[src/rtl/ps2_kbd_rx_if.sv]
// Read-side bus between the PS/2 receiver and the bus decoder that serves CPU reads.
// master = receiver (produces scan codes), slave = decoder (pops them).
interface ps2_kbd_rx_if;
    logic       rd_en;
    logic       ps2_ready;
    logic [7:0] ps2_data;
    logic       overflow;
    logic       frame_err;

    modport master (
        input  rd_en,
        output ps2_ready,
        output ps2_data,
        output overflow,
        output frame_err
    );

    modport slave (
        output rd_en,
        input  ps2_ready,
        input  ps2_data,
        input  overflow,
        input  frame_err
    );
endinterface

[src/rtl/ps2_kbd_rx.sv]
// PS/2 keyboard receiver: synchronises and filters the device lines, deframes
// 11-bit frames and queues good scan codes in a show-ahead FIFO.
module ps2_kbd_rx #(
    parameter int FIFO_AW     = 3,
    parameter int FILTER_LEN  = 4,
    parameter int TIMEOUT_CYC = 50000
) (
    input  logic            clk,
    input  logic            rst_n,
    input  logic            ps2_clk,
    input  logic            ps2_dat,
    ps2_kbd_rx_if.master    bus
);

    localparam int DEPTH = 2 ** FIFO_AW;
    localparam int FLT_W = (FILTER_LEN > 1) ? $clog2(FILTER_LEN) : 1;
    localparam int TO_W  = $clog2(TIMEOUT_CYC + 1);
    localparam logic [FLT_W-1:0] FLT_LAST = FLT_W'(FILTER_LEN - 1);
    localparam logic [TO_W-1:0]  TO_LAST  = TO_W'(TIMEOUT_CYC - 1);

    typedef enum logic [1:0] {
        S_IDLE,
        S_RECV,
        S_CHECK
    } state_t;

    logic [1:0]       clk_sync_q;
    logic [1:0]       dat_sync_q;
    logic             filt_q;
    logic             filt_prev_q;
    logic [FLT_W-1:0] flt_cnt_q;

    state_t           state_q, state_d;
    logic [3:0]       bit_cnt_q, bit_cnt_d;
    logic [9:0]       frame_q, frame_d;
    logic [TO_W-1:0]  to_q, to_d;
    logic             frame_err_q, frame_err_d;
    logic             overflow_q, overflow_d;

    logic [7:0]       mem [DEPTH];
    logic [FIFO_AW:0] wr_ptr_q, rd_ptr_q;

    logic fall, dat_s, good, full, empty, pop, push, ovf_set;

    // Synchronisers and the clock-line glitch filter
    always_ff @(posedge clk or negedge rst_n) begin
        if (!rst_n) begin
            clk_sync_q  <= 2'b11;
            dat_sync_q  <= 2'b11;
            filt_q      <= 1'b1;
            filt_prev_q <= 1'b1;
            flt_cnt_q   <= '0;
        end else begin
            clk_sync_q  <= {clk_sync_q[0], ps2_clk};
            dat_sync_q  <= {dat_sync_q[0], ps2_dat};
            filt_prev_q <= filt_q;
            if (clk_sync_q[1] == filt_q) begin
                flt_cnt_q <= '0;
            end else if (flt_cnt_q == FLT_LAST) begin
                filt_q    <= clk_sync_q[1];
                flt_cnt_q <= '0;
            end else begin
                flt_cnt_q <= flt_cnt_q + 1'b1;
            end
        end
    end

    assign fall  = filt_prev_q & ~filt_q;
    assign dat_s = dat_sync_q[1];

    assign empty = (wr_ptr_q == rd_ptr_q);
    assign full  = (wr_ptr_q[FIFO_AW] != rd_ptr_q[FIFO_AW]) &&
                   (wr_ptr_q[FIFO_AW-1:0] == rd_ptr_q[FIFO_AW-1:0]);
    assign pop   = bus.rd_en && !empty;

    // Odd parity: data bits plus parity bit must contain an odd number of ones
    assign good    = (^frame_q[7:0] ^ frame_q[8]) & frame_q[9];
    assign push    = (state_q == S_CHECK) && good && (!full || pop);
    assign ovf_set = (state_q == S_CHECK) && good && full && !pop;

    always_comb begin
        state_d     = state_q;
        bit_cnt_d   = bit_cnt_q;
        frame_d     = frame_q;
        to_d        = to_q;
        frame_err_d = 1'b0;
        case (state_q)
            S_IDLE: begin
                to_d      = '0;
                bit_cnt_d = '0;
                if (fall && !dat_s) begin
                    state_d = S_RECV;
                end
            end
            S_RECV: begin
                if (fall) begin
                    frame_d = {dat_s, frame_q[9:1]};
                    to_d    = '0;
                    if (bit_cnt_q == 4'd9) begin
                        state_d   = S_CHECK;
                        bit_cnt_d = '0;
                    end else begin
                        bit_cnt_d = bit_cnt_q + 4'd1;
                    end
                end else if (to_q == TO_LAST) begin
                    state_d     = S_IDLE;
                    frame_err_d = 1'b1;
                    to_d        = '0;
                    bit_cnt_d   = '0;
                end else begin
                    to_d = to_q + 1'b1;
                end
            end
            S_CHECK: begin
                state_d     = S_IDLE;
                frame_err_d = !good;
            end
            default: state_d = S_IDLE;
        endcase
    end

    always_comb begin
        overflow_d = overflow_q;
        if (ovf_set) begin
            overflow_d = 1'b1;
        end else if (pop) begin
            overflow_d = 1'b0;
        end
    end

    always_ff @(posedge clk or negedge rst_n) begin
        if (!rst_n) begin
            state_q     <= S_IDLE;
            bit_cnt_q   <= '0;
            frame_q     <= '0;
            to_q        <= '0;
            frame_err_q <= 1'b0;
            overflow_q  <= 1'b0;
            wr_ptr_q    <= '0;
            rd_ptr_q    <= '0;
        end else begin
            state_q     <= state_d;
            bit_cnt_q   <= bit_cnt_d;
            frame_q     <= frame_d;
            to_q        <= to_d;
            frame_err_q <= frame_err_d;
            overflow_q  <= overflow_d;
            if (push) begin
                wr_ptr_q <= wr_ptr_q + 1'b1;
            end
            if (pop) begin
                rd_ptr_q <= rd_ptr_q + 1'b1;
            end
        end
    end

    // Storage carries no reset so it can map onto distributed RAM
    always_ff @(posedge clk) begin
        if (push) begin
            mem[wr_ptr_q[FIFO_AW-1:0]] <= frame_q[7:0];
        end
    end

    assign bus.ps2_ready = !empty;
    assign bus.ps2_data  = empty ? 8'h00 : mem[rd_ptr_q[FIFO_AW-1:0]];
    assign bus.overflow  = overflow_q;
    assign bus.frame_err = frame_err_q;

endmodule

[src/flat_wrapper.sv]
// flat-port wrapper written by rule: the top's interface ports become plain ports
module ps2_kbd_rx_flat 
#(
    parameter int FIFO_AW     = 3,
    parameter int FILTER_LEN  = 4,
    parameter int TIMEOUT_CYC = 50000
)
  (clk, rst_n, ps2_clk, ps2_dat, bus_rd_en, bus_ps2_ready, bus_ps2_data, bus_overflow, bus_frame_err);
  ps2_kbd_rx_if bus_i ();
  input  logic clk;
  input  logic rst_n;
  input  logic ps2_clk;
  input  logic ps2_dat;
  input wire logic [$bits(bus_i.rd_en)-1:0] bus_rd_en;
  output wire logic [$bits(bus_i.ps2_ready)-1:0] bus_ps2_ready;
  output wire logic [$bits(bus_i.ps2_data)-1:0] bus_ps2_data;
  output wire logic [$bits(bus_i.overflow)-1:0] bus_overflow;
  output wire logic [$bits(bus_i.frame_err)-1:0] bus_frame_err;
  assign bus_i.rd_en = bus_rd_en;
  assign bus_ps2_ready = bus_i.ps2_ready;
  assign bus_ps2_data = bus_i.ps2_data;
  assign bus_overflow = bus_i.overflow;
  assign bus_frame_err = bus_i.frame_err;
  ps2_kbd_rx #(.FIFO_AW(FIFO_AW), .FILTER_LEN(FILTER_LEN), .TIMEOUT_CYC(TIMEOUT_CYC)) u_core (.clk(clk), .rst_n(rst_n), .ps2_clk(ps2_clk), .ps2_dat(ps2_dat), .bus(bus_i));
endmodule
[config.mk]
export PLATFORM = sky130hd
export DESIGN_NAME = ps2_kbd_rx_flat
export DESIGN_NICKNAME = d
export VERILOG_FILES = /design/src/rtl/ps2_kbd_rx_if.sv /design/src/rtl/ps2_kbd_rx.sv /design/src/flat_wrapper.sv
export SDC_FILE = /design/constraint.sdc
export NUM_CORES = 1
export LEC_CHECK = 0
export CORE_UTILIZATION = 25
export CTS_BUF_LIST = sky130_fd_sc_hd__clkbuf_8
export CTS_CLUSTER_SIZE = 28
export DETAILED_ROUTE_END_ITERATION = 8
export DONT_BUFFER_PORTS = 1
export PLACE_DENSITY = 0.39
export SYNTH_ARGS = -nofsm -noshare
export SYNTH_HDL_FRONTEND = slang
export SYNTH_SLANG_ARGS = --single-unit
[constraint.sdc]
create_clock -name clk -period 2.9 [get_ports clk]
set_clock_uncertainty 0.2 [all_clocks]
set_input_delay 0.58 -clock clk [delete_from_list [all_inputs] [get_ports clk]]
set_output_delay 0.58 -clock clk [all_outputs]
set_load 0.1 [all_outputs]
==> results.sh, run 1 <==
export IMPL_ant_nets=0
export IMPL_htreeDepth=4
export IMPL_overflow=0
export IMPL_drc=0
export IMPL_hold_start="bus_rd_en"
export IMPL_drv_slew=0
export IMPL_tightest_slew_ns=0.912
export IMPL_grt_max_degree=51
export IMPL_rr_worst_depth=7
export IMPL_async_flop_share_pct=43.9
export IMPL_cts_buffers=17
export IMPL_setup_violations_final=0
export IMPL_diodes=0
export IMPL_vias_per_cell=4.35
export IMPL_max_freq_mhz=354
export IMPL_required_ns=2.12
export IMPL_r2r_start="u_core.frame_q[8]"
export IMPL_timing_rr_end="u_core.mem[4][3]"
export IMPL_syn_cell_area_um2=4950
export IMPL_routabilityCongestion=0.757
export IMPL_num_rows=51
export IMPL_synth_fp_nets=343
export IMPL_synth_cells=328
export IMPL_hold_class="primary input to flop"
export IMPL_start_util_pct=25.5
export IMPL_crit_path_max_fanout=9
export IMPL_grt_setup_unrepaired="yes"
export IMPL_die_area_um2=20400
export IMPL_wirelength_um=10600
export IMPL_ys_types=48
export IMPL_die_y_um=143
export IMPL_numPortBuffers=0
export IMPL_hold_violations=0
export IMPL_clock_sinks=114
export IMPL_drive_gt1_share_pct=32.2
export IMPL_yosysSeqAreaShare_pct=64.2
export IMPL_nNetsFinal=390
export IMPL_reg2reg_slack_ns=0.19
export IMPL_leakagePower_uw=0.00228
export IMPL_synthFlopType="edfxtp_1"
export IMPL_synth_enable_flop_cells=64
export IMPL_power_uw=6890
export IMPL_stdcell_count=653
export IMPL_cp_arrival_ns=2.04
export IMPL_clock_latency_ns=0.43
export IMPL_crit_chain="buf_12 > mux4_2 > mux2i_2 > nor2_2 > buf_12"
export IMPL_critPathMaxStageDelay_ns=0.57
export IMPL_core_um2=19500
export IMPL_gr_usage_all_layers_pct=11.6
export IMPL_maxCapViolCount=0
export IMPL_crit_type="flop to primary output"
export IMPL_dp_hpwl_um=6960
export IMPL_grt_pass1_vias=3032
export IMPL_cp_end_kind="primary output"
export IMPL_status="finished, final reports clean"
export IMPL_num_vias=2839
export IMPL_cp_depth=5
export IMPL_critPathBufInv=2
export IMPL_critPathTopFamily="multiplexers"
export IMPL_drtPass1Iterations=4
export IMPL_fp_dieW_um=143
export IMPL_ioPinCount=16
export IMPL_slew_headroom_pct=39.0
export IMPL_numPlacedInstances=614
export IMPL_min_period_ns=2.82
export IMPL_irDropWorstVdd_uv=366
export IMPL_cts_tree="yes"
export IMPL_startpoint_type="flop"
export IMPL_critical_path_endpoint="bus_ps2_data[1]"
export IMPL_fin_crit_sh_pct=97.4
export IMPL_power_density_nw_per_um2=1120
export IMPL_ys_ff_latch=114
export IMPL_clockBufferDepth=2
export IMPL_slowest_stage="mux4_2"
export IMPL_route_detailed_wl_per_inst_um=16.3
export IMPL_avgSynthCellArea_um2=15.1
export IMPL_drt_iter0_drc=188
export IMPL_crit_start="u_core.rd_ptr_q[0]"
export IMPL_root_buffer="clkbuf_8"
export IMPL_grt_pass1_wl_um=17100
export IMPL_grt_antenna_before_repair=0
export IMPL_cts_reportedPaths_clkPinSlew_ns=0.07
export IMPL_cpMostUsedCell="buf_12"
export IMPL_syn_to_final_growth_pct=24.5
export IMPL_yosysWarnings=0
-- synthesized netlist by cell type, types with 2 or more instances --
| library cell | n | share of area [%] |
|---|---|---|
| o21ai_0 | 11 | 1.1 |
| nand2b_1 | 2 | 0.25 |
| nand2_1 | 14 | 1.1 |
| inv_1 | 8 | 0.61 |
| nand3_1 | 10 | 1.0 |
| nor3b_1 | 3 | 0.45 |
| o22ai_1 | 4 | 0.51 |
| and3_1 | 3 | 0.38 |
| clkbuf_1 | 7 | 0.53 |
| mux2i_1 | 8 | 1.6 |
| nor3_1 | 5 | 0.51 |
| xnor2_1 | 18 | 3.2 |
| buf_2 | 4 | 0.40 |
| nor4_1 | 6 | 0.76 |
| mux2_2 | 12 | 2.7 |
| buf_6 | 2 | 0.45 |
| ha_1 | 10 | 2.5 |
| nand4_1 | 5 | 0.63 |
| xor2_1 | 9 | 1.6 |
| mux4_2 | 16 | 7.3 |
| mux2_4 | 2 | 0.61 |
| or3_1 | 2 | 0.25 |
| o31ai_1 | 4 | 0.61 |
| edfxtp_1 | 64 | 39 |
| a21o_1 | 2 | 0.30 |
| nor2_1 | 23 | 1.7 |
| dfstp_2 | 6 | 3.2 |
| dfrtp_1 | 44 | 22 |
| nor4b_1 | 5 | 0.88 |
-- state kept, by name (all words and copies together) (netlist names) --
name / cells
u_core.mem: 64
u_core.to_q: 16
u_core.frame_q: 10
u_core.bit_cnt_q: 4
u_core.rd_ptr_q: 4
u_core.wr_ptr_q: 4
u_core.clk_sync_q: 2
u_core.dat_sync_q: 2
u_core.flt_cnt_q: 2
u_core.state_q: 2
u_core.bus.frame_err: 1
u_core.bus.overflow: 1
u_core.filt_prev_q: 1
u_core.filt_q: 1
-- area by class of cell --
cell class	instances	area, um2
timing repair buffer	41	469
inverter	8	30.0
sequential	114	3180
fill	1920	13300
clock buffer	17	234
clock inverter	15	191
tap	265	332
multi-input combinational	193	1730
-- per-layer routing --
layer  wire, um  global-route usage [%]
met3        307                    3.72
met2       5550                    20.0
met4        112                    3.74
met5          0                       0
met1       4660                    13.5
-- how the worst min path moves through the flow --
| stage | endpoint | depth (start not counted) |
|---|---|---|
| after floorplan | u_core.bit_cnt_q[0] | 0 |
| after global placement | u_core.flt_cnt_q[0] | 0 |
| after detailed placement | u_core.to_q[13] | 0 |
| after CTS | u_core.rd_ptr_q[2] | 2 |
| after global routing | u_core.rd_ptr_q[2] | 2 |
| final | u_core.rd_ptr_q[2] | 2 |
-- cell families (layout without fill, tap and decap cells) --
| group | Yosys count | count (layout) | share of synthesized area (%) |
|---|---|---|---|
| flops | 114 | 114 | 64.2 |
| simple gates | 91 | 91 | 10.5 |
| mux | 38 | 38 | 12.2 |
| xor+xnor | 28 | 28 | 5.23 |
| compound gates | 26 | 26 | 3.33 |
| buf+inv | 21 | 81 | 2.00 |
| fa+ha+maj | 10 | 10 | 2.53 |
-- placed cells by master, fill, tap and decap left out, types with 3 or more instances in the layout --
master         netlist  layout
nor2_1              23      15
nor3b_1              3       3
mux4_2              16      16
edfxtp_1            64      64
nand4_1              5       5
o22ai_1              4       4
dfrtp_1             44      43
dlygate4sd3_1        0       3
xor2_1               9       9
mux2_2              12      12
buf_4                0      26
nor4b_2              0       3
o21ai_0             11      11
mux2i_1              8       6
clkinvlp_4           0       5
bufinv_16            0       4
clkbuf_8             0      17
nor4_1               6       5
xnor2_1             18      18
nor3_1               5       5
o31ai_1              4       4
and3_1               3       3
nand3_1             10      10
nand2_1             14      14
ha_1                10      10
buf_12               0       9
dfstp_2              6       6
inv_1                8       9
nor2_2               1       9
-- stage by stage --
| stage | worst slack [ns] | hold slack (ns) | area (um2) | setup TNS, ns | util (%) |
|---|---|---|---|---|---|
| floorplan | -0.341 | 0.0844 | 4970 | -11.79 | - |
| global placement | 0.185 | 0.0862 | 5630 | 0 | 28.9 |
| detailed placement | 0.181 | 0.0861 | 5630 | 0 | 28.9 |
| CTS | -0.0200 | 0.0696 | 6130 | -0.0337 | 31.5 |
| global route | -0.0371 | 0.0971 | 6160 | -0.125 | 31.7 |
| finish | 0.0754 | 0.100 | 6160 | 0 | 31.7 |
-- power breakdown --
group          total [uW]  switching, uW  internal (uW)
Combinational        3130           1870           1270
Clock                1590            666            927
Sequential           2170            208           1960
-- repair_timing --
| item | 4_1_cts | 5_1_grt |
|---|---|---|
| resized for setup | 3 | 1 |
| setup buffers | 1 | 1 |
| hold buffers | 4 | 0 |
| endpoints found under the setup margin | 6 | 8 |
| cloned | 0 | 1 |
| endpoints found under the hold margin | 52 | 0 |
No activity file was read; power rests on OpenSTA's default activity.
==> run 2: changes to the inputs <==
--- a/config.mk
+++ b/config.mk
@@ -7,10 +7,12 @@
 export LEC_CHECK = 0
 export CORE_UTILIZATION = 25
 export CTS_BUF_LIST = sky130_fd_sc_hd__clkbuf_8
+export CTS_CLUSTER_DIAMETER = 200
 export CTS_CLUSTER_SIZE = 28
 export DETAILED_ROUTE_END_ITERATION = 8
 export DONT_BUFFER_PORTS = 1
 export PLACE_DENSITY = 0.39
+export SLEW_MARGIN = 15
 export SYNTH_ARGS = -nofsm -noshare
 export SYNTH_HDL_FRONTEND = slang
 export SYNTH_SLANG_ARGS = --single-unit
==> results of run 2 <==
Final layout, timing and power as in run 1 (identical DEF).
==> run 3: changes to the inputs <==
--- a/config.mk
+++ b/config.mk
@@ -6,7 +6,6 @@
 export NUM_CORES = 1
 export LEC_CHECK = 0
 export CORE_UTILIZATION = 25
-export CTS_BUF_LIST = sky130_fd_sc_hd__clkbuf_8
 export CTS_CLUSTER_DIAMETER = 200
 export CTS_CLUSTER_SIZE = 28
 export DETAILED_ROUTE_END_ITERATION = 8
==> results.sh, run 3 (synthesis results as in run 1) <==
export IMPL_finish_instance_area_um2=6380
export IMPL_drv_slew=0
export IMPL_place_area_um2=5630
export IMPL_numPortBuffers=0
export IMPL_num_rows=51
export IMPL_crit_chain="buf_12 > mux4_2 > mux2i_2 > nor2_2 > buf_12"
export IMPL_num_vias=2842
export IMPL_hold_violations=0
export IMPL_root_buffer="clkbuf_16"
export IMPL_hold_start="bus_rd_en"
export IMPL_dp_hpwl_um=6960
export IMPL_hold_class="primary input to flop"
export IMPL_core_um2=19500
export IMPL_drtPass1Iterations=4
export IMPL_leakagePower_uw=0.00238
export IMPL_setup_tns_ns=0
export IMPL_cts_tree="yes"
export IMPL_rr_worst_depth=7
export IMPL_wirelength_um=10700
export IMPL_setup_violations_final=0
export IMPL_grt_pass1_vias=3052
export IMPL_max_freq_mhz=350
export IMPL_clock_latency_ns=0.42
export IMPL_status="finished, final reports clean"
export IMPL_seqCellArea_um2=3180
export IMPL_grt_antenna_before_repair=0
export IMPL_die_y_um=143
export IMPL_cp_arrival_ns=2.08
export IMPL_cts_buffers=17
export IMPL_timing_rr_end="u_core.mem[4][3]"
export IMPL_dp_worst_setup_slack_ns=0.181
export IMPL_final_cell_mix="edfxtp_1, dfrtp_1, buf_4"
export IMPL_ioPinCount=16
export IMPL_clockBufferDepth=2
export IMPL_hold_path_end="u_core.rd_ptr_q[2]"
export IMPL_cpMostUsedCell="buf_12"
export IMPL_reg2reg_slack_ns=0.19
export IMPL_largest_register_ff_count=64
export IMPL_required_ns=2.12
export IMPL_grt_max_degree=51
export IMPL_fin_crit_sh_pct=98.5
export IMPL_ant_nets=0
export IMPL_multi_input_area_um2=1730
export IMPL_power_density_nw_per_um2=1180
export IMPL_slowest_stage="mux4_2"
export IMPL_die_area_um2=20400
export IMPL_diodes=0
export IMPL_maxCapViolCount=0
export IMPL_layout_commonest_cell="edfxtp_1"
export IMPL_crit_path_max_fanout=5
export IMPL_timing_final_ws_setup_ns=0.0421
export IMPL_grt_pass1_wl_um=17300
export IMPL_min_period_ns=2.86
export IMPL_fp_dieW_um=143
export IMPL_clock_sinks=114
export IMPL_tightest_slew_ns=0.905
export IMPL_overflow=0
export IMPL_start_util_pct=25.5
export IMPL_r2r_start="u_core.frame_q[8]"
export IMPL_fillCellCount=1898
export IMPL_cts_reportedPaths_clkPinSlew_ns=0.05
export IMPL_slew_headroom_pct=39.4
export IMPL_irDropWorstVdd_uv=493
export IMPL_vias_per_cell=4.35
export IMPL_drive_gt1_share_pct=32.6
export IMPL_critPathMaxStageDelay_ns=0.52
export IMPL_grt_setup_unrepaired="yes"
export IMPL_syn_to_final_growth_pct=28.9
export IMPL_drc=0
export IMPL_htreeDepth=4
export IMPL_hold_depth=2
export IMPL_drt_iter0_drc=141
export IMPL_routabilityCongestion=0.757
export IMPL_route_detailed_wl_per_inst_um=16.4
export IMPL_cp_end_kind="primary output"
export IMPL_nNetsFinal=391
export IMPL_startpoint_type="flop"
export IMPL_gr_usage_all_layers_pct=11.8
export IMPL_crit_type="flop to primary output"
## run 3: worst max-delay path by stage
stage | startpoint | to
global placement | u_core.frame_q[2] | u_core.mem[4][3]
CTS | u_core.rd_ptr_q[0] | bus_ps2_data[1]
detailed placement | u_core.frame_q[8] | u_core.mem[4][5]
global route | u_core.rd_ptr_q[0] | bus_ps2_data[2]
floorplan | u_core.frame_q[2] | u_core.mem[4][0]
finish | u_core.rd_ptr_q[0] | bus_ps2_data[0]
## run 3: power breakdown
part | internal, uW | leakage (uW) | switching, uW | total, uW
logic | 1310 | 0.000886 | 1870 | 3170
clock network | 1430 | 0.000284 | 744 | 2170
registers | 1960 | 0.00121 | 219 | 2180
total | 4700 | 0.00238 | 2830 | 7530
## run 3: what timing repair did
item	in CTS	in global routing
setup buffers	2	0
cloned	1	1
hold endpoints to repair	52	0
hold buffers	4	0
setup endpoints to repair	4	7
resized for setup	4	1
## run 3: layer usage
metal / GRT usage, % / vias to the layer above / wire length, um
met5: 0 / - / 0
met4: 5.09 / 0 / 176
met3: 3.32 / 14 / 285
met2: 20.3 / 38 / 5570
met1: 13.9 / 1451 / 4690
li1: - / 1339 / -
## run 3: final cells by class
class	instances	area share [%]
flip-flops and latches	114	49.8
multi-input cells	193	27.1
repair buffers	42	7.72
clock buffers	18	6.72
well taps	265	5.19
clock inverters	14	2.94
inverters	8	0.470
## run 3: metrics by stage
stage | hold slack [ns] | cells | util (%) | power, uW
global placement | 0.0862 | 614 | 28.9 | 5270
global route | 0.140 | 654 | 32.8 | 7900
floorplan | 0.0844 | 328 | - | 4240
CTS | 0.103 | 653 | 32.7 | 7590
detailed placement | 0.0861 | 614 | 28.9 | 5280
finish | 0.123 | 654 | 32.8 | 7530
## run 3: critical path: cells and delay by family (launching register included)
kind	cells	cell delay (ns)
AND/OR/NAND/NOR	1	0.07
flip-flops	1	0.50
multiplexers	2	0.75
buffers and inverters	2	0.34
